--- config.mk ---
export PLATFORM = sky130hd
export DESIGN_NAME = uart_tx_cfg
export DESIGN_NICKNAME = d
export VERILOG_FILES = /design/src/rtl/uart_pkg.sv /design/src/rtl/sync_fifo.sv /design/src/rtl/uart_tx_cfg.sv
export SDC_FILE = /design/constraint.sdc
export NUM_CORES = 1
export LEC_CHECK = 0
export ABC_CLOCK_PERIOD_IN_PS = 3000
export CORE_UTILIZATION = 40
export CTS_CLUSTER_DIAMETER = 200
export DETAILED_ROUTE_END_ITERATION = 10
export PLACE_DENSITY_LB_ADDON = 0.1
export SLEW_MARGIN = 15
export SYNTH_ARGS = -nofsm -noshare
export SYNTH_HDL_FRONTEND = slang
export SYNTH_HIERARCHICAL = 1
export SYNTH_SLANG_ARGS = --single-unit
--- constraint.sdc ---
create_clock -name clk -period 3 [get_ports clk]
set_clock_uncertainty 0.15 [all_clocks]
set_input_delay 0.6 -clock clk [delete_from_list [all_inputs] [get_ports clk]]
set_output_delay 0.6 -clock clk [all_outputs]
set_load 0.03 [all_outputs]
--- src/rtl/uart_pkg.sv ---
// Shared types for the configurable UART transmitter.
// Holds the FSM state encoding and parity-mode constants.
package uart_pkg;

    typedef enum logic [2:0] {
        ST_IDLE,
        ST_START,
        ST_DATA,
        ST_PARITY,
        ST_STOP
    } tx_state_e;

    localparam int PAR_NONE = 0;
    localparam int PAR_EVEN = 1;
    localparam int PAR_ODD  = 2;

    // Even parity is the plain XOR; odd parity flips it.
    function automatic logic parity_bit(input logic xor_all, input int mode);
        return xor_all ^ (mode == PAR_ODD);
    endfunction

endpackage

--- src/rtl/sync_fifo.sv ---
// Single-clock FIFO with full/empty flags and async-read head.
// Occupancy uses one extra bit so full and empty are distinct.
module sync_fifo #(
    parameter int WIDTH = 8,
    parameter int DEPTH = 4
) (
    input  logic             clk,
    input  logic             reset,
    input  logic             push_i,
    input  logic [WIDTH-1:0] wdata_i,
    input  logic             pop_i,
    output logic [WIDTH-1:0] rdata_o,
    output logic             full_o,
    output logic             empty_o
);

    localparam int AW = $clog2(DEPTH);

    logic [WIDTH-1:0] mem_q [DEPTH];
    logic [AW-1:0]    wptr_q;
    logic [AW-1:0]    rptr_q;
    logic [AW:0]      count_q;
    logic             do_push;
    logic             do_pop;

    assign full_o  = (count_q == (AW+1)'(DEPTH));
    assign empty_o = (count_q == '0);
    assign rdata_o = mem_q[rptr_q];

    // A push is refused when full, even if a pop frees a slot this cycle.
    assign do_push = push_i && !full_o;
    assign do_pop  = pop_i && !empty_o;

    always_ff @(posedge clk) begin
        if (reset) begin
            wptr_q  <= '0;
            rptr_q  <= '0;
            count_q <= '0;
        end else begin
            if (do_push) begin
                mem_q[wptr_q] <= wdata_i;
                wptr_q        <= wptr_q + 1'b1;
            end
            if (do_pop) begin
                rptr_q <= rptr_q + 1'b1;
            end
            if (do_push && !do_pop) begin
                count_q <= count_q + 1'b1;
            end else if (do_pop && !do_push) begin
                count_q <= count_q - 1'b1;
            end
        end
    end

endmodule

--- src/rtl/uart_tx_cfg.sv ---
// Configurable UART transmitter with TX FIFO.
// The line and busy flag are registered one cycle behind the FSM state.
module uart_tx_cfg
    import uart_pkg::*;
#(
    parameter int DATA_BITS    = 8,
    parameter int PARITY       = 0,
    parameter int STOP_BITS    = 1,
    parameter int CLKS_PER_BIT = 868,
    parameter int FIFO_DEPTH   = 4
) (
    input  logic                 clk,
    input  logic                 reset,
    input  logic [DATA_BITS-1:0] in_data,
    input  logic                 in_valid,
    output logic                 in_ready,
    output logic                 out,
    output logic                 busy
);

    if (DATA_BITS < 5 || DATA_BITS > 9) begin : g_bad_data_bits
        $error("uart_tx_cfg: DATA_BITS must be 5..9");
    end
    if (PARITY < PAR_NONE || PARITY > PAR_ODD) begin : g_bad_parity
        $error("uart_tx_cfg: PARITY must be 0, 1 or 2");
    end
    if (STOP_BITS != 1 && STOP_BITS != 2) begin : g_bad_stop_bits
        $error("uart_tx_cfg: STOP_BITS must be 1 or 2");
    end
    if (CLKS_PER_BIT < 2) begin : g_bad_clks
        $error("uart_tx_cfg: CLKS_PER_BIT must be at least 2");
    end
    if (FIFO_DEPTH < 2 || (FIFO_DEPTH & (FIFO_DEPTH - 1)) != 0) begin : g_bad_depth
        $error("uart_tx_cfg: FIFO_DEPTH must be a power of 2, at least 2");
    end

    localparam int            CW        = $clog2(CLKS_PER_BIT);
    localparam logic [CW-1:0] CLK_LAST  = CW'(CLKS_PER_BIT - 1);
    localparam logic [3:0]    DATA_LAST = 4'(DATA_BITS - 1);
    localparam logic [3:0]    STOP_LAST = 4'(STOP_BITS - 1);

    tx_state_e            state_q;
    logic [CW-1:0]        clk_cnt_q;
    logic [3:0]           bit_cnt_q;
    logic [DATA_BITS-1:0] shift_q;
    logic                 par_q;
    logic                 out_q;
    logic                 busy_q;

    logic [DATA_BITS-1:0] fifo_rdata;
    logic                 fifo_full;
    logic                 fifo_empty;
    logic                 pop;
    logic                 bit_end;
    logic                 last_data;
    logic                 last_stop;
    logic                 line_bit;

    sync_fifo #(
        .WIDTH (DATA_BITS),
        .DEPTH (FIFO_DEPTH)
    ) u_fifo (
        .clk     (clk),
        .reset   (reset),
        .push_i  (in_valid),
        .wdata_i (in_data),
        .pop_i   (pop),
        .rdata_o (fifo_rdata),
        .full_o  (fifo_full),
        .empty_o (fifo_empty)
    );

    assign in_ready  = !fifo_full;
    assign out       = out_q;
    assign busy      = busy_q;
    assign bit_end   = (clk_cnt_q == CLK_LAST);
    assign last_data = (bit_cnt_q == DATA_LAST);
    assign last_stop = (bit_cnt_q == STOP_LAST);

    // Next word is taken from idle, or straight out of the last stop bit.
    assign pop = !fifo_empty &&
                 ((state_q == ST_IDLE) ||
                  (state_q == ST_STOP && bit_end && last_stop));

    always_comb begin
        line_bit = 1'b1;
        case (state_q)
            ST_START:  line_bit = 1'b0;
            ST_DATA:   line_bit = shift_q[0];
            ST_PARITY: line_bit = par_q;
            default:   line_bit = 1'b1;
        endcase
    end

    always_ff @(posedge clk) begin
        if (reset) begin
            state_q   <= ST_IDLE;
            clk_cnt_q <= '0;
            bit_cnt_q <= '0;
            shift_q   <= '0;
            par_q     <= 1'b0;
            out_q     <= 1'b1;
            busy_q    <= 1'b0;
        end else begin
            out_q  <= line_bit;
            busy_q <= (state_q != ST_IDLE) || !fifo_empty;

            if (state_q == ST_IDLE || bit_end) begin
                clk_cnt_q <= '0;
            end else begin
                clk_cnt_q <= clk_cnt_q + 1'b1;
            end

            if (pop) begin
                state_q   <= ST_START;
                shift_q   <= fifo_rdata;
                par_q     <= parity_bit(^fifo_rdata, PARITY);
                bit_cnt_q <= '0;
            end else if (bit_end) begin
                case (state_q)
                    ST_START: begin
                        state_q <= ST_DATA;
                    end
                    ST_DATA: begin
                        shift_q <= shift_q >> 1;
                        if (last_data) begin
                            bit_cnt_q <= '0;
                            state_q   <= (PARITY != PAR_NONE) ? ST_PARITY : ST_STOP;
                        end else begin
                            bit_cnt_q <= bit_cnt_q + 1'b1;
                        end
                    end
                    ST_PARITY: begin
                        state_q <= ST_STOP;
                    end
                    ST_STOP: begin
                        if (last_stop) begin
                            bit_cnt_q <= '0;
                            state_q   <= ST_IDLE;
                        end else begin
                            bit_cnt_q <= bit_cnt_q + 1'b1;
                        end
                    end
                    default: begin
                        state_q <= ST_IDLE;
                    end
                endcase
            end
        end
    end

endmodule
==> flow_summary.toml <==
[placement]
placed_cells_incl_taps = 381
place_congestion = 0.730
io_buffers = 13
detailed_place_hpwl_mm = 3.95

[outcome]
result_of_the_run = "finished, final reports clean"

[flow_run]
max_cap_viol_count = 0

[pwr]
pwr_density_cell_nw_per_um2 = 742
power.static_leakage_nw = 1.30
vdd.ir_drop.worst_v = 0.000336

[cells_and_area]
multi_input_comb_area_um2 = 1410
syn2layout_area_growth_pct = 14.1
finish.cell_count_without_fillers = 397
ff_latch_area_um2 = 1700
num-fill-cells = 738
diodes = 0
fin_nets = 310
final_util = 0.474
drive_above_1_share = 0.156

[clock_network]
tritoncts_num_sinks = 69
clk_root_buffer_cell = "sky130_fd_sc_hd__clkbuf_8"
post_cts.repair.setup_buffers = 0
ctsHtreeMaxLevel = 3
cts-hold-fix-buffers = 0
cts_resized = 0
cts_buf_count = 9
clock_insertion_delay_worst_skew_ns = 0.34
ctsLongestPathBuffers = 2
clock_tree_from_tritoncts = "done"
clkSlewWorstSetupHoldPaths_ns = 0.08

[worst_setup_path]
worstSetupPathType = "reg -> reg"
worstPathMaxFanout = 9
critical-path-slowest-cell = "sky130_fd_sc_hd__fa_1"
worstReg2RegStart = "clk_cnt_q[0]"
r2r.worst_path.cells = 12
startpoint_of_the_worst_setup_timing_path = "clk_cnt_q[0]"
regToRegEndpoint = "u_fifo/count_q[2]"
critical_path.most_common_cell = "sky130_fd_sc_hd__ha_1"
cp_bufs_invs = 2
cell_family_contributing_the_most_delay_on_the_critical_path = "adder cells"
startpoint_type = "register"
crit_end = "u_fifo/count_q[2]"
cp-end-kind = "register"
cp_data_arrival_time_ns = 2.84
worstPathCellList = "ha_1 > nor3b_4 > nand3_4 > o31a_1 > inv_2 > o31ai_1 > ha_1 > inv_1 > fa_1 > xor2_1 > or3_1 > a21oi_1"
cp_num_cells = 12
r2r_setup_slack_ns = 0.27
critPathRequiredTime_ns = 3.12
cpPeakStageDelay_ns = 0.37

[timing]
setup-tns-final_ns = 0
finalCritPeriodShare = 0.908
hold_viol = 0
slew-limit-headroom = 0.624
whs_ns = 0.317
setup_violations = 0
finalMaxSlewViolations = 0
worst_margin_slew_ns = 0.563
maxClockFrequency_mhz = 367
fin_crit_ns = 2.73
grt_setup_unrepaired = "false"

[routing]
via_count = 2019
drt_wl_total_mm = 5.60
drtPass1Iterations = 6
vias_per_cell = 5.09
avgRoutedWirePerCell_um = 14.1
detail_route.iter0.violations = 89
drc = 0
detail-route-antenna-nets = 0

[floorplanning]
initial_core_util = 0.415
die_area_um2 = 8430
core_area_um2 = 7770
floorplan.io_pins = 14
rows = 32
die_h_um = 91.8
fp.dieW_um = 91.8

[synthesis]
total_nets_after_synthesis = 291
synth_flop_cell = "sky130_fd_sc_hd__dfxtp_1"
yosysUniqueCellTypes = 47
register_bit_total_from_synthesis = 69
netlist_instances = 271
synth-seq-area-share = 0.527
synth_enable_flop_cells = 32
ys_warn_count = 6
syn-cell-area_um2 = 3230
synth_async_sr_flop_share = 0
post_synth.cell_area_avg_um2 = 11.9

[grt]
global_route.usage.total = 0.150
grt_pass1_wl_mm = 9.72
grt_antenna_before_repair = 0
grt_max_degree = 17
grt_pass1_vias = 1989
aggregate_global_routing_overflow = 0

[hold_path]
class_of_the_tightest_hold_or_removal_check = "reg -> reg"
## layout make-up
| cell class | instances | area share |
|---|---|---|
| sequential | 69 | 0.462 |
| clock buffer | 9 | 0.0337 |
| inverter | 14 | 0.0143 |
| multi-input combinational | 173 | 0.382 |
| timing repair buffer | 23 | 0.0557 |
| clock inverter | 7 | 0.0170 |
| tap | 102 | 0.0347 |
## placed cells by master (no fill, tap or decap), types with 2 or more instances in the layout
cell type	netlist	final
sky130_fd_sc_hd__nor4_1	2	2
sky130_fd_sc_hd__and2_1	2	2
sky130_fd_sc_hd__a211oi_1	2	2
sky130_fd_sc_hd__xnor2_1	13	13
sky130_fd_sc_hd__clkdlybuf4s50_1	0	13
sky130_fd_sc_hd__inv_1	13	13
sky130_fd_sc_hd__nor3b_1	7	7
sky130_fd_sc_hd__buf_4	0	10
sky130_fd_sc_hd__nand2b_1	4	4
sky130_fd_sc_hd__mux2i_1	11	11
sky130_fd_sc_hd__nand4_1	2	2
sky130_fd_sc_hd__mux4_2	8	8
sky130_fd_sc_hd__xor2_1	8	8
sky130_fd_sc_hd__nor3b_4	2	2
sky130_fd_sc_hd__ha_1	8	8
sky130_fd_sc_hd__nor3_1	13	12
sky130_fd_sc_hd__or3_1	3	3
sky130_fd_sc_hd__o311ai_0	2	2
sky130_fd_sc_hd__a21oi_1	13	13
sky130_fd_sc_hd__nand2_1	11	11
sky130_fd_sc_hd__clkbuf_8	0	9
sky130_fd_sc_hd__dfxtp_1	37	37
sky130_fd_sc_hd__edfxtp_1	32	32
sky130_fd_sc_hd__inv_6	0	4
sky130_fd_sc_hd__o21ai_0	6	6
sky130_fd_sc_hd__a311o_1	7	7
sky130_fd_sc_hd__nor2_1	25	25
sky130_fd_sc_hd__nand3_1	6	6
## synthesized netlist by cell type (3+ instances only)
library cell	number	area share
sky130_fd_sc_hd__a21oi_1	13	0.020
sky130_fd_sc_hd__nand2_1	11	0.013
sky130_fd_sc_hd__nand2b_1	4	0.0078
sky130_fd_sc_hd__inv_1	13	0.015
sky130_fd_sc_hd__xnor2_1	13	0.035
sky130_fd_sc_hd__nor3_1	13	0.020
sky130_fd_sc_hd__dfxtp_1	37	0.23
sky130_fd_sc_hd__mux4_2	8	0.056
sky130_fd_sc_hd__nor2_1	25	0.029
sky130_fd_sc_hd__or3_1	3	0.0058
sky130_fd_sc_hd__a311o_1	7	0.022
sky130_fd_sc_hd__buf_2	5	0.0078
sky130_fd_sc_hd__o21ai_0	6	0.0093
sky130_fd_sc_hd__ha_1	8	0.031
sky130_fd_sc_hd__xor2_1	8	0.022
sky130_fd_sc_hd__edfxtp_1	32	0.30
sky130_fd_sc_hd__clkbuf_1	8	0.0093
sky130_fd_sc_hd__mux2i_1	11	0.034
sky130_fd_sc_hd__nor3b_1	7	0.016
sky130_fd_sc_hd__nand3_1	6	0.0093
## state kept, by name, summed over array words and instances (netlist names), named ones only
name and cells:
shift_q 8, bit_cnt_q 4, u_fifo/mem_q 32, state_q 3
clk_cnt_q 10, u_fifo/count_q 3, par_q 1, u_fifo/wptr_q 2
busy 1, u_fifo/rptr_q 2, out 1
## logic make-up after synthesis
| family | count (synthesis) | share of synthesized area |
|---|---|---|
| flops | 69 | 0.527 |
| buf+inv | 29 | 0.0380 |
| xor+xnor | 21 | 0.0570 |
| mux | 19 | 0.0900 |
| compound gates | 36 | 0.0826 |
| simple gates | 88 | 0.168 |
| fa+ha+maj | 9 | 0.0372 |
## worst reg2reg max path, cell delays in order, from the launching register on
cell and delay [ns]:
sky130_fd_sc_hd__dfxtp_1 0.34, sky130_fd_sc_hd__ha_1 0.21, sky130_fd_sc_hd__nor3b_4 0.17, sky130_fd_sc_hd__nand3_4 0.14
sky130_fd_sc_hd__o31a_1 0.19, sky130_fd_sc_hd__inv_2 0.04, sky130_fd_sc_hd__o31ai_1 0.11, sky130_fd_sc_hd__ha_1 0.26
sky130_fd_sc_hd__inv_1 0.06, sky130_fd_sc_hd__fa_1 0.37, sky130_fd_sc_hd__xor2_1 0.16, sky130_fd_sc_hd__or3_1 0.31
sky130_fd_sc_hd__a21oi_1 0.14
## where the power goes
| group | internal, W | switching, W | total [W] |
|---|---|---|---|
| clock | 0.000319 | 0.000403 | 0.000721 |
| combinational | 0.000372 | 0.000406 | 0.000778 |
| sequential | 0.00112 | 0.000118 | 0.00123 |
## worst min path at each step
stage	startpoint	end	slack, ns	cells past startpoint
after floorplan	clk_cnt_q[0]	clk_cnt_q[0]	0.28	1
after global placement	clk_cnt_q[0]	clk_cnt_q[0]	0.30	1
after detailed placement	clk_cnt_q[0]	clk_cnt_q[0]	0.31	1
after CTS	clk_cnt_q[0]	clk_cnt_q[0]	0.33	1
after global routing	clk_cnt_q[0]	clk_cnt_q[0]	0.36	1
final	clk_cnt_q[0]	clk_cnt_q[0]	0.32	1
## metal layers
| layer | global-route usage | vias up | part of all wire |
|---|---|---|---|
| li1 | - | 1031 | - |
| met4 | 0.0430 | 0 | 0.0079 |
| met5 | 0 | - | 0 |
| met1 | 0.207 | 955 | 0.53 |
| met2 | 0.231 | 28 | 0.44 |
| met3 | 0.0423 | 5 | 0.028 |
## through the flow
step | cell area, um^2 | total power [W] | setup WS, ns
2_1_floorplan | 3230 | 0.00184 | 0.129
3_3_place_gp | 3490 | 0.00203 | 0.307
3_5_place_dp | 3490 | 0.00204 | 0.255
4_1_cts | 3680 | 0.00277 | 0.271
5_1_grt | 3680 | 0.00290 | 0.0689
6_report | 3680 | 0.00273 | 0.275
Power figures use the tool's default switching activity.
==> edit: new RTL, same flow settings <==
The parameter `DATA_BITS` goes from 8 to 6.
--- a/src/rtl/uart_tx_cfg.sv
+++ b/src/rtl/uart_tx_cfg.sv
@@ -4,5 +4,5 @@
     import uart_pkg::*;
 #(
-    parameter int DATA_BITS    = 8,
+    parameter int DATA_BITS    = 6,
     parameter int PARITY       = 0,
     parameter int STOP_BITS    = 1,
Ports: changed (resized in_data); port bits go from 14 to 12. No check against the original RTL was run, so the function may have changed too.
==> edit against the original RTL <==
Maximum frequency down 4.6%. Sequential cell count fell by 10. Routed wire length down 10%. Synthesized area is 14% lower. Design area decreased by 10%. Total power shrank 5.7%. Utilization rose by 3.6 points. Setup slack lost 0.13 ns. First-iteration DRC count shrank 33%. Worst hold slack worse by 0.020 ns. Critical path depth grew 1. Non-clock buffer count grew 8. Highest routed layer unchanged.
==> edit: results (changes against the original RTL) <==
| Metric | Value |
|---|---|
| Status | `finished clean (unchanged)` |
| # fillers | `590 (was 738)` |
| M1 GR Usage | `0.211 (was 0.207)` |
| Biggest regs | `u_fifo/mem_q: 24 flops, clk_cnt_q: 10 flops, shift_q: 6 flops (was u_fifo/mem_q: 32 flops, clk_cnt_q: 10 flops, shift_q: 8 flops)` |
| Routing usage on met3 | `0.0379 (was 0.0423)` |
| Hold Path Class | `flip-flop to flip-flop (unchanged)` |
| Total GRT Usage | `0.162 (was 0.150)` |
| DP Area | `0.00306 mm² (was 0.00349 mm²)` |
| Share of cells above drive strength 1 | `0.224 (was 0.156)` |
| Top cells by count, synth | `35 x dfxtp_1, 24 x edfxtp_1, 22 x nor2_1, 16 x a21oi_1 (was 37 x dfxtp_1, 32 x edfxtp_1, 25 x nor2_1)` |
| Synthesized Nets | `253 (was 291)` |
| Via/cell ratio | `5.31 (was 5.09)` |
| Largest net degree at the start of global routing | `16 (was 17)` |
| Peak supply drop | `410 µV (was 336 µV)` |
| Largest cells by area after synthesis | `edfxtp_1 26%, dfxtp_1 25%, mux4_2 4.9% (was edfxtp_1 30%, dfxtp_1 23%, mux4_2 5.6%)` |
| Cts bufs inserted | `9 (unchanged)` |
| CTS root buf | `clkbuf_8 (unchanged)` |
| Required @ worst endpoint | `3.12 ns (about the same)` |
| Asr flop ratio synth | `0 (unchanged)` |
| Slew headroom | `0.629 (was 0.624)` |
| Port bufs | `11 (was 13)` |
| DR pass1 iterations | `4 (was 6)` |
| Total wire length | `5.04 mm (was 5.60 mm)` |
| Vias in the first global route | `1860 (was 1989)` |
| First-pass GRT wire length | `8.82 mm (was 9.72 mm)` |
| R2R setup slack | `0.14 ns (was 0.27 ns)` |
| N_diodes | `0 (unchanged)` |
| Sequential share of the synthesized area | `0.514 (was 0.527)` |
| Initial antenna violation count | `0 (unchanged)` |
| CTS clock-pin slew for the worst setup and hold paths | `0.07 ns` |
| Post-detail-place hpwl | `3.55 mm (was 3.95 mm)` |
| Final Wtd Congestion | `0.706 (was 0.730)` |
| Synthesis Warnings | `6 (unchanged)` |
| Library cells used by synthesis | `50 (was 47)` |
| Nets | `286 (was 310)` |
| DRT iter0 DRCs | `60 (was 89)` |
| Lkg Pwr | `1.19 nW (was 1.30 nW)` |
| Hold buffer count at CTS | `0 (unchanged)` |
| Post-synth EDFFs | `24 (was 32)` |
| Global Route met2 Usage | `0.247 (was 0.231)` |
| Largest fanout on the critical path | `5 (was 9)` |
==> edit: report_power, final <==
part           switching, mW  internal [mW]  leakage, nW
clock                  0.341          0.473        0.110
combinational          0.388          0.379        0.573
sequential            0.0605          0.933        0.505
total                  0.790           1.79         1.19
==> edit: layer usage <==
metal  routed length (µm)  vias up
met5                    0        -
met4                  121        0
met3                  133        9
met2                 2330       20
met1                 2450      892
li1                     -      932
==> edit: path summary, 6_finish.rpt <==
path / start / end / depth (start not counted)
max: bit_cnt_q[0]$_SDFFE_PP0P_ / u_fifo/count_q[2]$_SDFFE_PP0P_ / 13
max reg2reg: bit_cnt_q[0]$_SDFFE_PP0P_ / u_fifo/count_q[2]$_SDFFE_PP0P_ / 13
min reg2reg: clk_cnt_q[0]$_SDFF_PP0_ / clk_cnt_q[0]$_SDFF_PP0_ / 1
min: clk_cnt_q[0]$_SDFF_PP0_ / clk_cnt_q[0]$_SDFF_PP0_ / 1
==> edit: critical path: stages, from the launching register on <==
cell and delay (ns):
dfxtp_4 0.36, inv_1 0.05, ha_1 0.18, nor3b_1 0.15, and3b_2 0.23, a21oi_2 0.16, inv_2 0.07, o31ai_2 0.08
ha_2 0.24, inv_1 0.05, fa_1 0.37, xor2_1 0.16, or3_2 0.42, a21oi_2 0.12
==> edit: final cells by class <==
cell class                      instances  share of cell area
Clock buffer                            9              0.0374
Clock inverter                          7              0.0298
Inverter                               12              0.0136
Multi-Input combinational cell        154               0.381
Sequential cell                        59               0.431
Tap cell                               77              0.0291
Timing Repair Buffer                   31              0.0785
==> edit: repair_timing <==
item	CTS	global route
gates resized for setup	0	6
setup endpoints to repair	0	1
setup buffers	0	3
==> edit: through the flow <==
stage          worst slack, ns  utilization  std cells  hold WS, ns
2_1_floorplan           0.0104            -        234        0.263
3_3_place_gp             0.136        0.470        330        0.280
3_5_place_dp            0.0522        0.470        330        0.292
4_1_cts                 0.0309        0.505        346        0.303
5_1_grt                -0.0148        0.510        349        0.338
6_report                 0.143        0.510        349        0.297
==> edit: cell families after synthesis <==
kind of cell / Yosys count / synth area share
buffers and inverters: 21 / 0.0326
AOI/OAI and AO/OA: 36 / 0.0965
and+or+nand+nor: 77 / 0.177
xor gates and xnor gates: 17 / 0.0539
DFF: 59 / 0.514
muxes: 14 / 0.0779
adders and majority gates: 10 / 0.0480
